[config.mk]
export PLATFORM = sky130hd
export DESIGN_NAME = sym_fir_seq
export DESIGN_NICKNAME = d
export VERILOG_FILES = /design/src/rtl/sym_fir_seq.sv
export SDC_FILE = /design/constraint.sdc
export NUM_CORES = 1
export LEC_CHECK = 0
export CELL_PAD_IN_SITES_DETAIL_PLACEMENT = 2
export CELL_PAD_IN_SITES_GLOBAL_PLACEMENT = 2
export CORE_ASPECT_RATIO = 1.1
export CORE_MARGIN = 3
export CORE_UTILIZATION = 44
export CTS_CLUSTER_DIAMETER = 150
export DETAILED_ROUTE_END_ITERATION = 8
export PLACE_DENSITY = 0.82
export SYNTH_ARGS = -nofsm -noshare
export SYNTH_HDL_FRONTEND = slang
export SYNTH_SLANG_ARGS = --single-unit
[constraint.sdc]
create_clock -name clock -period 22.4 [get_ports clock]
set_input_delay 4.48 -clock clock [delete_from_list [all_inputs] [get_ports clock]]
set_output_delay 4.48 -clock clock [all_outputs]
set_load 0.02 [all_outputs]
[src/rtl/sym_fir_seq.sv]
// Time-multiplexed symmetric FIR filter: one folded multiply-accumulate per cycle,
// internal delay line, valid/ready handshakes and double-buffered coefficients.
module sym_fir_seq #(
   parameter int WIDTH     = 12,
   parameter int TAPS      = 19,
   parameter int COEF_W    = 12,
   parameter int OUT_SHIFT = 11,
   parameter int SAT       = 1,
   localparam int NFOLD    = (TAPS + 1) / 2,
   localparam int ACC_W    = WIDTH + COEF_W + 1 + $clog2(NFOLD),
   localparam int AW       = $clog2(NFOLD)
) (
   input  logic                     clock,
   input  logic                     reset_n,
   input  logic                     in_valid,
   output logic                     in_ready,
   input  logic signed [WIDTH-1:0]  in_data,
   output logic                     out_valid,
   input  logic                     out_ready,
   output logic signed [WIDTH-1:0]  out_data,
   input  logic                     coef_we,
   input  logic [AW-1:0]            coef_addr,
   input  logic signed [COEF_W-1:0] coef_data,
   input  logic                     coef_commit,
   output logic                     busy
);

   localparam int TW = $clog2(TAPS);
   localparam int PW = WIDTH + COEF_W + 1;
   localparam logic signed [ACC_W-1:0] MAX_V = ACC_W'((1 <<< (WIDTH - 1)) - 1);
   localparam logic signed [ACC_W-1:0] MIN_V = ~MAX_V;

   typedef enum logic [1:0] {IDLE, MAC, OUT} state_t;

   state_t                   state;
   state_t                   state_next;
   logic signed [WIDTH-1:0]  x      [TAPS];
   logic signed [COEF_W-1:0] shadow [NFOLD];
   logic signed [COEF_W-1:0] active [NFOLD];
   logic signed [ACC_W-1:0]  acc;
   logic signed [ACC_W-1:0]  acc_next;
   logic signed [ACC_W-1:0]  shifted;
   logic signed [WIDTH-1:0]  result;
   logic signed [WIDTH:0]    pre;
   logic signed [PW-1:0]     prod;
   logic [AW-1:0]            k;
   logic [TW-1:0]            lo_idx;
   logic [TW-1:0]            hi_idx;
   logic                     commit_pend;
   logic                     last_tap;
   logic                     accept;
   logic                     do_commit;
   logic                     addr_ok;

   assign busy    = (state != IDLE);
   assign addr_ok = ({1'b0, coef_addr} < (AW + 1)'(NFOLD));

   // State register; an asserted reset abandons any MAC sequence in flight
   always_ff @(posedge clock or negedge reset_n) begin
      if (!reset_n) state <= IDLE;
      else          state <= state_next;
   end

   // Next-state and handshake decode; a pending commit steals one IDLE cycle from the input
   always_comb begin
      state_next = state;
      in_ready   = 1'b0;
      accept     = 1'b0;
      do_commit  = 1'b0;
      unique case (state)
         IDLE: begin
            in_ready  = !commit_pend;
            do_commit = commit_pend;
            accept    = in_valid && !commit_pend;
            if (accept) state_next = MAC;
         end
         MAC: begin
            if (last_tap) state_next = OUT;
         end
         OUT: begin
            if (out_ready) state_next = IDLE;
         end
         default: state_next = IDLE;
      endcase
   end

   // Folded tap k: pair x[k] with its mirror, except the centre tap which stands alone
   always_comb begin
      lo_idx   = TW'(k);
      hi_idx   = TW'(TAPS - 1) - TW'(k);
      last_tap = (k == AW'(NFOLD - 1));
      if (last_tap) pre = {x[lo_idx][WIDTH-1], x[lo_idx]};
      else          pre = {x[lo_idx][WIDTH-1], x[lo_idx]} + {x[hi_idx][WIDTH-1], x[hi_idx]};
      prod     = $signed(PW'(pre)) * $signed(PW'(active[k]));
      acc_next = acc + ACC_W'(prod);
      shifted  = acc_next >>> OUT_SHIFT;
      result   = shifted[WIDTH-1:0];
      if (SAT != 0) begin
         if (shifted > MAX_V)      result = MAX_V[WIDTH-1:0];
         else if (shifted < MIN_V) result = MIN_V[WIDTH-1:0];
      end
   end

   // Delay line, accumulator and output register; the result is captured on the last MAC edge
   always_ff @(posedge clock or negedge reset_n) begin
      if (!reset_n) begin
         for (int i = 0; i < TAPS; i++) x[i] <= '0;
         acc       <= '0;
         k         <= '0;
         out_data  <= '0;
         out_valid <= 1'b0;
      end else begin
         if (accept) begin
            x[0] <= in_data;
            for (int i = 1; i < TAPS; i++) x[i] <= x[i-1];
            acc <= '0;
            k   <= '0;
         end else if (state == MAC) begin
            acc <= acc_next;
            if (last_tap) begin
               out_data  <= result;
               out_valid <= 1'b1;
            end else begin
               k <= k + AW'(1);
            end
         end else if (state == OUT && out_ready) begin
            out_valid <= 1'b0;
         end
      end
   end

   // Coefficient banks: shadow is writable any time, active is refreshed only from IDLE
   always_ff @(posedge clock or negedge reset_n) begin
      if (!reset_n) begin
         for (int i = 0; i < NFOLD; i++) begin
            shadow[i] <= '0;
            active[i] <= '0;
         end
         commit_pend <= 1'b0;
      end else begin
         if (coef_we && addr_ok) shadow[coef_addr] <= coef_data;
         if (do_commit) begin
            for (int i = 0; i < NFOLD; i++) active[i] <= shadow[i];
         end
         if (coef_commit)    commit_pend <= 1'b1;
         else if (do_commit) commit_pend <= 1'b0;
      end
   end

endmodule
=== After elaboration in Yosys (flattened, before gate mapping) ===
Cells that the tools add are included.

* Bits of input ports: 34
* Register bits: 517
* Output and inout port bits: 15

* Muxes and demuxes: 32
* Equal/unequal tests: 7
* Magnitude comparators: 8
* Bitwise logic cells: 5
* Multipliers: 1
* Reductions and logical operators: 14
* Add/sub/neg operators: 4

{| class="wikitable"
|+ Operators by type and width
! cell !! number
|-
| binary-select mux 12 bit (select 5 bit) || 2
|-
| bitwise mux 120 bit || 1
|-
| 2-to-1 mux 12 bit || 9
|-
| 2-to-1 mux 29 bit || 2
|-
| binary-select mux 12 bit (select 4 bit) || 1
|-
| demux 12 bit (select 4 bit) || 1
|-
| adder 29 x 25 -> 29 bit || 1
|-
| multiplier 13 x 12 -> 25 bit || 1
|-
| greater-than comparator 18 x 12 -> 1 bit (second input constant) || 1
|-
| < comparator 18 x 12 -> 1 bit (second input constant) || 1
|-
| adder 12 x 12 -> 13 bit || 1
|-
| 2-to-1 mux 13 bit || 1
|-
| greater-or-equal comparator 6 bit (second input constant) || 2
|-
| 2-to-1 mux 4 bit || 3
|-
| greater-or-equal comparator 5 bit (second input constant) || 2
|-
| NOT 4 -> 5 bit || 2
|-
| AND reduction 3 bit || 3
|-
| 2-to-1 mux 1 bit || 8
|-
| nonzero test 2 bit || 4
|-
| 2-to-1 mux 2 bit || 3
|-
| inequality test 2 bit (second input constant) || 3
|-
| NOT 4 -> 6 bit || 1
|-
| NOT 5 -> 6 bit || 1
|-
| case mux 2 bit (3 select lines) || 1
|-
| 13 further kinds || 16
|}

=== Longest topological paths before layout ===
Gate-level depths: netlist of run 1.

* Depth after elaboration: 12
* Gate-level depth with buffers: 43
* Depth with buffers taken out: 38

=== Least setup slack after synthesis of run 1 ===
Ideal clock, no wire load.

* Path type: flip-flop to flip-flop
* Start: register k[0]
* End: register out_data[2]
* Stages on the path, launching flop included: 41
* Data required time: 22268 ps
* Period minus slack after synthesis: 10142 ps
* Buffers on the path: 8
* Data arrival time: 10009 ps
* Path slack: 12258 ps
* Path through: dfrtp_1 > buf_4 > buf_6 > buf_6 > buf_6 > buf_2 > mux4_2 > mux2_2 > o21ai_0 > o22ai_1 > ha_1 > fa_1 > a21o_1 > a21oi_1 > o21bai_1 > a21oi_1 > o21ai_1 > a211o_1 > [5 not listed] > inv_1 > fa_1 > fa_1 > fa_1 > fa_1 > ha_1 > ha_1 > buf_2 > a21o_1 > a21o_1 > a21o_4 > a211o_1 > a211o_1 > a22oi_1 > nand4_1 > o21ai_2 > buf_6 > o22ai_1

* Word-level cells in the longest chain between the ends: 12
* Elaborated cells on any way between the ends: 23
* Those cells by class: add/sub: 3; mul: 1; order compare: 2; eq/ne: 1; mux: 12; bitwise: 3; reduce/logical: 1

{| class="wikitable"
|+ RTL lines
! what !! RTL line !! RTL
|-
| start: declaration || 46 || <nowiki>logic [AW-1:0] k;</nowiki>
|-
| start signal: assignment || 124 || <nowiki>k <= k + AW'(1);</nowiki>
|-
| subtractor 5 x 4 -> 5 bit || 90 || <nowiki>hi_idx = TW'(TAPS - 1) - TW'(k);</nowiki>
|-
| NOT 5 -> 6 bit (not written as such) || 93 || <nowiki>else pre = {x[lo_idx][WIDTH-1], x[lo_idx]} + {x[hi_idx][WIDTH-1], x[hi_idx]};</nowiki>
|-
| binary-select mux 12 bit (select 5 bit) || 93 ||
|-
| 2-to-1 mux 12 bit (not written as such) (2 in a row) || 93 ||
|-
| adder 12 x 12 -> 13 bit || 93 ||
|-
| 2-to-1 mux 13 bit || 92 || <nowiki>if (last_tap) pre = {x[lo_idx][WIDTH-1], x[lo_idx]};</nowiki>
|-
| multiplier 13 x 12 -> 25 bit || 94 || <nowiki>prod = $signed(PW'(pre)) * $signed(PW'(active[k]));</nowiki>
|-
| adder 29 x 25 -> 29 bit || 95 || <nowiki>acc_next = acc + ACC_W'(prod);</nowiki>
|-
| < comparator 18 x 12 -> 1 bit || 100 || <nowiki>else if (shifted < MIN_V) result = MIN_V[WIDTH-1:0];</nowiki>
|-
| 2-to-1 mux 12 bit || 100 ||
|-
| 2-to-1 mux 12 bit || 99 || <nowiki>if (shifted > MAX_V) result = MAX_V[WIDTH-1:0];</nowiki>
|-
| end signal: assignment || 121 || <nowiki>out_data <= result;</nowiki>
|-
| end: declaration || 20 || <nowiki>output logic signed [WIDTH-1:0] out_data,</nowiki>
|}

Several ways; a longest one is shown, not always the timed one. The select of a mux whose other input is x is not followed.
A chain may end at the register's enable or synchronous reset.

=== Worst setup path after layout of run 1 ===
* Start: register k[1]
* End: register out_data[4]

The elaborated chain is that of the path after synthesis.

==> results, run 1 <==
- Setup repair after global routing left no endpoint under its margin.
- The share of synthesized area occupied by flip-flops and latches is 0.407.
- The area enclosed by the die boundary is roughly 75000 sq um.
- In this run the number of cells on the critical path is 35.
- The placer's final routability congestion estimate is 0.857.
- The most common library cell in the layout ignoring fill and taps is sky130_fd_sc_hd__nand2_1.
- The first-pass detailed-route iteration total is 5.
- Leaving out fill and tap cells, the most frequent cells in the layout are sky130_fd_sc_hd__nand2_1 (800), sky130_fd_sc_hd__dfrtp_1 (515), sky130_fd_sc_hd__mux2_2 (265).
- The number of global-route vias before repair was about 28000.
- The prevailing post-synth register cell is sky130_fd_sc_hd__dfrtp_1.
- The via count normalized by instance count is between 5 and 6.
- For this configuration, the core starts out at a cell density of 0.448.
- In this run the count of I/O pins placed on the die edge is 49.
- For this run, the total global-route usage over all layers was measured as 0.304.
- In this run the deepest clock path goes through 3 buffers.
- In this run the remaining antenna-violating nets after routing total 0.
- The count of cell types in the netlist is between 60 and 70.
- The register bit count reported by yosys is approximately 520.
- The die outline width is about 260 microns.
- The routed length per placed instance is 28.5 microns.
- Static timing analysis puts the maximum clock frequency at 0.0776 GHz.
- The flow ran to the end, and the final reports show no timing, DRC or antenna violations.
- The share of synthesized area in the top cell type comes to 0.407.
- Of all nets on the critical path, the largest fanout is 39.
- The number of slew-limit violations in the final report came to 0.
- The area of the multi-input gates is roughly 17000 sq um.
- The library cell occupying the most area in the post-synthesis netlist is sky130_fd_sc_hd__dfrtp_1.
- The area inside the core boundary is between 70000 and 80000 sq um.
- Synthesis produced a netlist whose cell count is 2963.
- The worst setup path is of the reg -> reg kind.
- The number of port buffers is 48.
- The relative slew slack is 0.208.
- Counting every net in the synthesized netlist gives around 3300.
- The area growth from synthesis to layout is 10.3%.
- The number of clock sinks is about 520.
- After detailed routing, the total wire length is between 100000 and 150000 microns.
- The worst hold path cell count is 2.
- The number of synthesis warnings is 0.
- The type of the tightest min-delay check is reg -> reg.
- Data on the critical path is required at its endpoint by about 23 ns.
- The net count of the finished layout is 3259.
- TritonCTS built the clock tree.
- The number of cells on the worst reg-to-reg path is 35.
- The slew of the pin with the lowest slew margin is ~1.2 ns.
- The number of instances resized during post-cts repair is 0.
- The share of the clock period used by the worst path after layout is 0.575.
- The worst path needs about 13 ns of the cycle, external delays included.
- The average footprint of a synthesized cell is 10.7 sq um.
- After the first detailed-routing iteration, the DRC count stood at 1446.
- CTS placed an instance of sky130_fd_sc_hd__clkbuf_16 at the clock tree root.
- The most numerous cell type found on the critical path is sky130_fd_sc_hd__fa_1.
- The startpoint type of the worst setup path is a flop.
- The proportion of layout cells with a drive suffix above 1 is 0.183.
- The count of fill cells added during filler insertion is 7153.
- The kind of end point of the critical path is a flop.
- The area of all sequential standard cells is 12900 sq um.
- Counting the buffers created by CTS gives between 50 and 60.
- The count of H-tree levels built during CTS is 2.
- The insertion delay to the later sink of the worst-skew pair is 0.68 ns.
- On the worst path, the slowest cell contributes a delay of ~0.83 ns.
- The tool flagged a number of max-cap violations equal to 0.
- Summed over all layers, the global routing overflow is 0.
- The worst clock skew is ~0.071 ns.
- The total of hold buffers inserted after clock tree synthesis is 0.
- The final setup TNS is 0 ns.
- The master of the slowest instance on the critical path is sky130_fd_sc_hd__dfrtp_4.
- Counting both buffers and inverters, the worst setup path holds a total of 3.
- The arrival time of data at the critical path endpoint is between 10 and 15 ns.
- The number of endpoints with negative hold slack in the final report is 0.
- The chip height is 288 microns.
- The number of core rows is roughly 100.
- The synthesized cell area is between 30000 and 40000 sq um.
- The first-pass GRT wire length is approximately 170000 microns.
- For this run, asynchronously set or reset flops after synthesis account for 1.00.
- The number of buffers added for setup after CTS is 0.
- The detailed router placed around 23000 vias in this run.
- The clock-pin slew on the worst setup and hold paths is approximately 0.060 ns.
- Entering global routing, the biggest net connects between 100 and 150 pins.
- By area the synthesized netlist is led by sky130_fd_sc_hd__dfrtp_1 (41%), sky130_fd_sc_hd__fa_1 (12%), sky130_fd_sc_hd__nand2_1 (9.5%), sky130_fd_sc_hd__mux2_2 (9.4%), sky130_fd_sc_hd__mux4_2 (7.7%).
- The top cell family by delay on the critical path is adder cells.
- The number of enable flip-flop cells after synthesis is 0.
- Once detailed placement completed, the half-perimeter wirelength came to 70300 microns.
- The initial antenna violation count is 0.
- In the routed design, unresolved DRC markers number 0.
- The count of final setup violators is 0.
cell type report:
type                    count  area share
multi-input cells        2067       0.496
clock buffers              85      0.0480
well taps                 936      0.0334
diodes                      1   0.0000714
clock inverters            17     0.00718
inverters                 203      0.0217
repair buffers             97      0.0244
flip-flops and latches    517       0.369
flip-flops by register name, summed over array words and instances, names as in the netlist:
name	flops
x	228
commit_pend	1
acc	29
k	4
shadow	120
state	2
out_data	12
active	120
out_valid	1
cell usage after synthesis (all sizes together) (3+ instances only):
library cell / instances
a22o: 4
a21o: 14
a211o: 6
fa: 191
o21ai: 63
nand4: 4
mux2i: 52
or3: 5
mux2: 265
nor2: 89
o2bb2ai: 4
mux4: 108
clkbuf: 119
a22oi: 10
xnor2: 28
a21oi: 64
and2b: 3
o221ai: 15
o211ai: 6
nor2b: 36
a31oi: 9
buf: 57
nand2b: 33
dfrtp: 517
nand3b: 8
and2: 16
o21bai: 3
o21a: 4
nor3b: 3
a221oi: 4
or2: 12
nand2: 801
inv: 202
a211oi: 7
and3: 3
ha: 91
o31ai: 3
xor2: 7
nand3: 38
o22ai: 31
nor3: 11
worst paths after layout:
| check | end | from | slack (ns) |
|---|---|---|---|
| setup / recovery | out_data[4] | k[1] | 9.51 |
| hold / removal | out_data[11] | out_data[11] | 0.48 |
| setup reg to reg | out_data[4] | k[1] | 9.51 |
| hold reg to reg | out_data[11] | out_data[11] | 0.48 |
| max in group asynchronous | active[61] | reset_n | 15.12 |
| min in group asynchronous | x[165] | reset_n | 3.91 |
metrics by stage:
stage	hold WS (ns)	cells	worst slack [ns]	cell area [sq um]	util
after global placement	0.457	3820	10.39	33100	0.467
final	0.482	3923	9.51	35000	0.494
after detailed placement	0.468	3820	9.84	33100	0.467
after floorplan	0.446	2963	12.26	31800	-
after CTS	0.483	3922	9.63	35000	0.494
after global routing	0.523	3922	8.84	35000	0.494
per-layer routing:
layer / wire [microns] / vias up / global-route usage
met3: 4730 / 338 / 0.0459
met4: 5290 / 0 / 0.134
met1: 43600 / 12598 / 0.362
met5: 0 / - / 0
li1: - / 9816 / -
met2: 58200 / 636 / 0.542
kinds of logic (layout without fill, tap and decap cells):
| logic type | Yosys count | in the layout | synth area share |
|---|---|---|---|
| muxes | 425 | 425 | 0.187 |
| xor gates and xnor gates | 35 | 35 | 0.00965 |
| and+or+nand+nor | 1066 | 1066 | 0.139 |
| adders and majority gates | 282 | 282 | 0.156 |
| DFF | 517 | 517 | 0.407 |
| AOI/OAI and AO/OA | 259 | 259 | 0.0529 |
| other | 0 | 1 | 0 |
| buffers and inverters | 379 | 402 | 0.0481 |
tightest hold or removal path, cell delays in order, from the launching register on:
cell and delay (ns):
sky130_fd_sc_hd__dfrtp_1 0.34, sky130_fd_sc_hd__nand2_1 0.05, sky130_fd_sc_hd__nand2_1 0.05
Power of run 1 is left out: the tool's default activity adds up to more than one toggle a clock period on the data nets, which glitch-free logic cannot reach.
==> inputs of run 2 (changes only) <==
- CORE_UTILIZATION: 44 -> 39
- PLACE_DENSITY: 0.82 -> 0.77
- clock period: 22.4 -> 11.8 ns (I/O delays scaled with it)
==> run 2 against run 1 <==
Against the previous run:
- via count shrank 4.0%
- die area grew 13%
- sequential share of layout area shrank 0.45 points
- design area grew 1.2%
- final cell count grew 3.4%
- non-clock buffer count grew 9
- worst hold slack lost 0.0016 ns
==> results, run 2 (same netlist as run 1, synthesis figures left out) <==
- Setup repair after global routing left no endpoint under its margin.
- The tightest hold path in the finished design has a slack of about 0.48 ns.
- The count of H-tree levels built during CTS is 2.
- Summing all flip-flop and latch instances after layout gives 12900 sq um.
- STA classifies the critical path endpoint as a flop.
- In the routed design, unresolved DRC markers number 0.
- The congestion estimate from routability-driven global placement came to 0.891.
- The chip height is roughly 310 microns.
- The largest single stage delay on the critical path is 0.96 ns.
- The tool flagged a number of max-cap violations equal to 0.
- The number of clock buffers inserted by TritonCTS is 58.
- The filler cells instantiated in the layout total 8148.
- The initial antenna violation count is 2.
- Clock-pin slew was measured on the worst setup and hold paths at approximately 0.06 ns.
- The detailed-route wire length is 101000 microns.
- The total inserted antenna cells is 0.
- The buffer cell driving the clock tree root is sky130_fd_sc_hd__clkbuf_16.
- For this run the aggregate overflow at the end of global routing stands at 0.
- The maximum number of pins on one net before global-route repair is approximately 220.
- The number of vias in the routed layout is about 22000.
- The number of top-level pins is between 40 and 50.
- Leaving out fill and tap cells, the most frequent cells in the layout are sky130_fd_sc_hd__nand2_1 (800), sky130_fd_sc_hd__dfrtp_1 (515), sky130_fd_sc_hd__mux2_2 (265).
- The clock passes through at most 3 buffers.
- For the worst setup path, the data arrival time is 11.67 ns.
- The number of endpoints with negative hold slack in the final report is 0.
- The most common library cell in the layout ignoring fill and taps is sky130_fd_sc_hd__nand2_1.
- For the final database, setup skew stands at a little over 0.05 ns.
- For the final routed database, the setup TNS stands at 0 ns.
- The worst pin sits at a relative slew slack of 0.110.
- The signed area change from the synthesized netlist to the final layout is 11.7%.
- The die covers 84900 sq um.
- On the critical path the largest part of the delay comes from compound AO/OA/AOI/OAI gates.
- The largest registers in the layout are x x228, active x120, shadow x120.
- The largest individual stage delay along the critical path comes from the cell sky130_fd_sc_hd__a221oi_1.
- The min-delay analysis places its worst path in the category reg -> reg.
- Once detail routing completed, the nets flagged for antenna violations numbered 0.
- The area of the multi-input gates is 17400 sq um.
- By instance count, the cell type seen most on the critical path is sky130_fd_sc_hd__fa_1.
- The via count normalized by instance count is 5.54.
- The startpoint type of the worst setup path is a flop.
- The flow ran to the end, and the final reports show no timing, DRC or antenna violations.
- The first routing iteration left around 1200 violations.
- The number of core rows is 109.
- The number of flip-flops in the largest register is 228.
- The worst-path maximum fanout is 22.
- The TritonCTS clock tree is built.
- In this run the horizontal extent of the chip is ~280 microns.
- The number of hold buffers added after CTS was 0.
- OpenSTA, run right after detailed placement, puts the worst setup slack at roughly 0.28 ns.
- For the pin with the worst max-slew slack, the measured transition is around 1.3 ns.
- The first-pass detailed-route iteration total is 5.
- In this run the worst setup path begins at k[1].
- The area inside the core boundary is a little over 80000 sq um.
- The final layout net count is 3269.
- Setup violations remaining at the end of the flow were counted as 0.
- The routed length per placed instance is between 20 and 25 microns.
- The startpoint identified for the worst register-to-register timing path is k[1].
- Derived from the worst setup path, the maximum achievable clock frequency is 0.0897 GHz.
- The worst path buffer plus inverter count is 4.
- Ranked by flip-flop count, first place goes to x.
- Across every metal layer, demand over resource in global routing totals 0.240.
- The first global-routing pass estimated around 160000 microns of wire.
- The number of global-route vias before repair is around 26000.
- The number of clock sinks is 517.
- The setup slack of the critical path after layout is about 0.66 ns.
- Of the available clock period, the critical path in the final layout requires 0.944.
- For this configuration, the core starts out at a cell density of 0.394.
- In the final layout, the share of cells above drive strength 1 is 0.188.
- For this run, the share of the core covered by cells in the final layout is 0.440.
- The worst hold path begins at out_data[11].
- The number of slew-limit violations in the final report was 0.
- The insertion delay to the later sink of the worst-skew pair is between 0.6 and 0.7 ns.
- The kind of critical path is reg -> reg.
- The critical path data required time is 12.32 ns.
- The minimum period implied by the final worst setup slack is approximately 11 ns.
- In this run the tool buffered the top-level ports with 48 buffer cells.
- After legalization and detailed placement, the total HPWL measured ~70000 microns.
-- run 2: changes by cell type in the layout (fill, tap and decap cells not counted), sizes merged --
cell / before / now
clkinv: 12 / 11
diode: 1 / 0
buf: 50 / 59
clkbuf: 85 / 88
inv: 203 / 205
clkinvlp: 2 / 1
bufinv: 3 / 7
-- run 2: worst min-delay path: stages (launching register included) --
cell and delay (ns):
sky130_fd_sc_hd__dfrtp_1 0.34, sky130_fd_sc_hd__nand2_1 0.05, sky130_fd_sc_hd__nand2_1 0.06
-- run 2: per-stage QoR --
step                      area [sq um]  std cells
after floorplan                  31800       2963
after global placement           33300       3946
after detailed placement         33300       3946
after CTS                        35400       4055
after global routing             35500       4056
final                            35500       4056
-- run 2: what timing repair did --
item,CTS,global route
resized for setup,0,6
endpoints found under the setup margin,0,11
buffers inserted,0,1
-- run 2: area by class of cell --
type,count,area share
clock inverters,21,0.00956
repair buffers,106,0.0278
inverters,203,0.0215
clock buffers,88,0.0486
multi-input cells,2067,0.490
well taps,1054,0.0372
flip-flops and latches,517,0.365
-- run 2: metal layers --
metal / vias to the layer above / wire, microns / track usage
li1: 9836 / - / -
met2: 363 / 52100 / 0.430
met5: - / 25 / 0
met3: 177 / 3170 / 0.0311
met4: 4 / 2910 / 0.0706
met1: 12072 / 42700 / 0.304
-- run 2: final timing paths --
kind / end / cells past startpoint / slack [ns]
max in group asynchronous: shadow[102] / 3 / 7.61
setup / recovery: out_data[2] / 34 / 0.66
hold / removal: out_data[11] / 2 / 0.48
min in group asynchronous: x[97] / 1 / 1.75
setup reg to reg: out_data[2] / 34 / 0.66
hold reg to reg: out_data[11] / 2 / 0.48
Power of run 2 is left out for the same reason.
==> patch 1: new RTL, config.mk and constraints of run 2 <==
Make the reset (`reset_n`) synchronous in 3 clocked blocks.
--- a/src/rtl/sym_fir_seq.sv
+++ b/src/rtl/sym_fir_seq.sv
@@ -57,5 +57,5 @@
 
    // State register; an asserted reset abandons any MAC sequence in flight
-   always_ff @(posedge clock or negedge reset_n) begin
+   always_ff @(posedge clock) begin
       if (!reset_n) state <= IDLE;
       else          state <= state_next;
@@ -103,5 +103,5 @@
 
    // Delay line, accumulator and output register; the result is captured on the last MAC edge
-   always_ff @(posedge clock or negedge reset_n) begin
+   always_ff @(posedge clock) begin
       if (!reset_n) begin
          for (int i = 0; i < TAPS; i++) x[i] <= '0;
@@ -131,5 +131,5 @@
 
    // Coefficient banks: shadow is writable any time, active is refreshed only from IDLE
-   always_ff @(posedge clock or negedge reset_n) begin
+   always_ff @(posedge clock) begin
       if (!reset_n) begin
          for (int i = 0; i < NFOLD; i++) begin
Formal check against the unedited RTL: differs if reset_n is asserted again (counterexample within 4 cycles, from zero or initial values and one cycle with reset_n low); with reset_n held inactive, the same outputs for 4 cycles.
==> patch 1 against run 2 <==
- area after synthesis fell by 1.7%
- critical path depth rose by 3
- sequential cell count rose by 4
- worst setup slack improved by 15 ps
- maximum frequency rose by 0.13%
- first-iteration DRC count rose by 12%
- cell area fell by 1.9%
- synthesized cell count fell by 17%
- wire length fell by 12%
Power is left out: the tool's default activity adds up to more than one toggle a clock period on the data nets, which glitch-free logic cannot reach.
==> patch 1: results (changes against run 2) <==
Synth top cells by count=edfxtp_1, and3_1, nor2_1; Fin Clk Skew=44.0 ps (-6.23 ps); H-Tree Depth=2 (unchanged); Gate Count Post-Synth=2456 (-17%); post-synthesis xor/xnor area fraction=1.07% (+0.10 points); Fillers=7844 (-3.7%); metal3 WL=3.01 mm (-5.1%); DRT met1 WL=37.1 mm (-13%); library cells used by synthesis=59 (-7.8%); slowest CP cell=fa_1; multiplexer area fraction after synthesis=11.7% (-7.0 points); first-pass GRT wire length=139 mm (-13%); Adder-Cell Fraction of Synth Area=15.9% (+0.29 points); fin. max-slew vios=0 (unchanged); Post-Route WL=88.4 mm (-12%); share of layout cells above drive strength 1=12.8% (-6.0 points); largest net degree at the start of global routing=219 (-1.4%); vias per cell=5.54 (about the same); CP max FO=25 (+14%); Placed Area=32800 µm² (-1.7%); outcome=completed; ys async rst share=0% (-100 points); met2 wire len=45.9 mm (-12%); DP Cell Count=3432 (-13%); synth top area cells=edfxtp_1, fa_1, mux4_2; Slew @ Worst Pin=1280 ps (-56.6 ps); EDFF count, synth=468 (+468); pre-CTS WS=594 ps (+313 ps); complex-gate fraction of the synthesized area=4.17% (-1.1 points); Num CTS Buffers=57 (-1.7%); Max Used Layer=met4; worst path arrival time=11610 ps (-60 ps); layout net count=2763 (-15%); GP Congestion=0.809 (-9.2%); hpwl dp=60.3 mm (-12%); via count of the first global-routing pass=22635 (-14%); total number of vias=19607 (-13%); Initial DRC Count=1367 (+12%); Post-synth top flop=edfxtp_1; met1 Usage GRT=27.6% (-2.8 points); GRT Util Overall=21.6% (-2.4 points); initial antenna violation count=0 (-2); slowest cell delay on critical path=630 ps (-330 ps); part of the Yosys area used for sequential elements=48.4% (+7.7 points); met2 GRT Util=38.4% (-4.6 points)
## patch 1: changes by cell type after synthesis, sizes merged, moves of 53 or more
cell,before,now
edfxtp,0,468
mux2,265,10
and2,16,140
nand2,801,141
dfrtp,517,0
dfxtp,0,53
nor2,89,221
and3,3,223
## patch 1: worst paths after layout
kind                              start  depth (start not counted)     endpoint  slack [ps]
worst max-delay path               k[1]                         37  out_data[0]         670
worst min-delay path            acc[12]                          2      acc[12]         470
worst max register to register     k[1]                         37  out_data[0]         670
worst min register to register  acc[12]                          2      acc[12]         470
## patch 1: worst max-delay path, delay by kind of cell, from the launching register on
kind,cells,cell delay (ps)
AND/OR/NAND/NOR,8,1770
AO/OA/AOI/OAI,12,2480
adder cells (fa/ha/maj),10,4650
flip-flops,1,410
buffers and inverters,5,800
multiplexers,2,840
## patch 1: logic make-up after synthesis
family                   Yosys count
buffers and inverters            365
multiplexers                     184
flip-flops                       521
AO/OA/AOI/OAI                    211
XOR/XNOR                          38
adder cells (fa/ha/maj)          282
AND/OR/NAND/NOR                  855
## patch 1: repair_timing
action | CTS | global route
endpoints found under the setup margin | 0 | 11
resized for setup | 0 | 2
hold buffers | 0 | 0
setup buffers | 0 | 1
## patch 1: final cells by class
| cell class | count | area [µm²] | share of cell area [%] |
|---|---|---|---|
| Inverter | 206 | 777 | 2.23 |
| Clock inverter | 43 | 556 | 1.60 |
| Timing Repair Buffer | 91 | 841 | 2.42 |
| Multi-Input combinational cell | 1570 | 14700 | 42.4 |
| Tap cell | 1045 | 1310 | 3.76 |
| Sequential cell | 521 | 15100 | 43.5 |
| Clock buffer | 65 | 1460 | 4.18 |
==> patch 2: new RTL, config.mk and constraints of run 2 <==
Without the edit above. Set the parameter `COEF_W` to 18 (it was 12).
--- a/src/rtl/sym_fir_seq.sv
+++ b/src/rtl/sym_fir_seq.sv
@@ -4,5 +4,5 @@
    parameter int WIDTH     = 12,
    parameter int TAPS      = 19,
-   parameter int COEF_W    = 12,
+   parameter int COEF_W    = 18,
    parameter int OUT_SHIFT = 11,
    parameter int SAT       = 1,
Interface: changed (resized coef_data); port bits go from 49 to 55. The function was not compared with the original's and may differ.
==> patch 2 against run 2 <==
- cell area increased by 27%
- worst setup slack got worse by 120 ps
- area after synthesis increased by 27%
- wire length increased by 23%
- cell count increased by 27%
- first-iteration DRC count increased by 4.3%
- worst hold slack got worse by 1.6 ps
- global-route usage decreased by 0.48 points
- sequential cell count increased by 126
- synthesized cell count increased by 25%
- maximum frequency decreased by 1.1%
Power is left out: the tool's default activity adds up to more than one toggle a clock period on the data nets, which glitch-free logic cannot reach.
==> patch 2: results (changes against run 2) <==
slowest cell delay on critical path=670 ps (-290 ps); WHS=479 ps (-1.59 ps); CP max FO=26 (+18%); Gate Count Post-Synth=3703 (+25%); Synth top cells by count=nand2_1, dfrtp_1, mux2_2; slowest CP cell=dfrtp_4; relative slew slack=12.0% (+0.97 points); drt pass-1 iters=4 (-1); Num CTS Buffers=76 (+31%); biggest regs=x (228), active (180), shadow (180); Fin Clk Skew=34.2 ps (-16.1 ps); I/O Buffers=54 (+13%); reg-to-reg endpoint=out_data[0]; family with the most delay on the worst path=adder cells; layout net count=4128 (+26%); clock latency on the worst-skew pair=670 ps (about the same); GP Congestion=0.785 (-12%); grt ovf=0 (unchanged); synth top area cells=dfrtp_1, fa_1, mux2_2; WL/cell=24.2 µm (-2.9%); vias per cell=5.40 (-2.4%); Hold EP=x[3]; slack of the worst reg-to-reg path=530 ps (-120 ps); HP Start=x[3]; largest net degree at the start of global routing=209 (-5.9%); r2r startpoint=k[0]; clock tree sinks=643 (+24%); share of layout cells above drive strength 1=20.3% (+1.6 points); H-Tree Depth=3 (+1); Crit path required time=12330 ps (about the same); via count of the first global-routing pass=32568 (+23%); library cells used by synthesis=82 (+28%); GRT Util Overall=23.6% (-0.48 points); first-pass GRT wire length=197 mm (+23%); hpwl dp=80.5 mm (+18%); Fillers=10547 (+29%); clock transition at the registers of the reported paths=60 ps (about the same); Initial DRC Count=1272 (+4.3%); outcome=completed; reg2reg path depth=37 (+8.8%); ys async rst share=100% (unchanged); part of the Yosys area used for sequential elements=39.9% (-0.84 points)
patch 2: repair_timing:
item	in CTS	in global routing
setup endpoints to repair	0	11
setup buffers	0	4
gates resized for setup	0	2
endpoints found under the hold margin	0	0
patch 2: final cells by class:
| class | instances | area, µm² | area share, % |
|---|---|---|---|
| antenna | 1 | 2.50 | 0.00556 |
| clock inverter | 28 | 332 | 0.736 |
| inverter | 361 | 1360 | 3.01 |
| multi-input combinational | 2491 | 22100 | 49.2 |
| clock buffer | 109 | 2230 | 4.95 |
| tap | 1375 | 1720 | 3.82 |
| timing repair buffer | 128 | 1150 | 2.55 |
| sequential | 643 | 16100 | 35.8 |
patch 2: kinds of logic (layout without fill, tap and decap cells):
logic type / Yosys count / after routing / share of synthesized area (%)
XOR/XNOR: 38 / 38 / 0.872
AND/OR/NAND/NOR: 1206 / 1206 / 12.6
adder cells (fa/ha/maj): 387 / 387 / 17.2
buffers and inverters: 569 / 626 / 5.51
flip-flops: 643 / 643 / 39.9
multiplexers: 571 / 571 / 19.1
other: 0 / 1 / 0
AO/OA/AOI/OAI: 289 / 289 / 4.85
patch 2: worst max-delay path by stage:
stage,end,cells after the start,start
after floorplan,out_data[0],46,k[1]
after global placement,out_data[4],37,k[0]
after detailed placement,out_data[10],37,k[0]
after CTS,out_data[0],37,k[0]
after global routing,out_data[0],37,k[0]
final,out_data[0],37,k[0]
patch 2: layer usage:
metal | wire length [µm] | share of wire (%) | GRT usage [%] | vias to the layer above
met5 | 0 | 0 | 0 | -
met1 | 53400 | 43 | 30.3 | 14980
li1 | - | - | - | 12176
met3 | 3850 | 3.1 | 3.19 | 184
met2 | 63800 | 51 | 41.5 | 396
met4 | 3080 | 2.5 | 6.82 | 0
patch 2: per-stage QoR:
step	instance area [µm²]	setup slack (ps)	std cells	utilization [%]
after floorplan	40300	748	3703	-
after detailed placement	42400	491	4994	41.4
after global routing	45000	1.10	5135	43.9
after global placement	42400	648	4994	41.4
final	45000	535	5136	43.9
after CTS	45000	389	5131	43.9
patch 2: worst reg2reg max path: cells and delay by family, from the launching register on:
| kind | cells | cell delay [ps] |
|---|---|---|
| multiplexers | 2 | 620 |
| adder cells (fa/ha/maj) | 10 | 4530 |
| flip-flops | 1 | 670 |
| AO/OA/AOI/OAI | 17 | 3880 |
| AND/OR/NAND/NOR | 5 | 1030 |
| buffers and inverters | 3 | 400 |
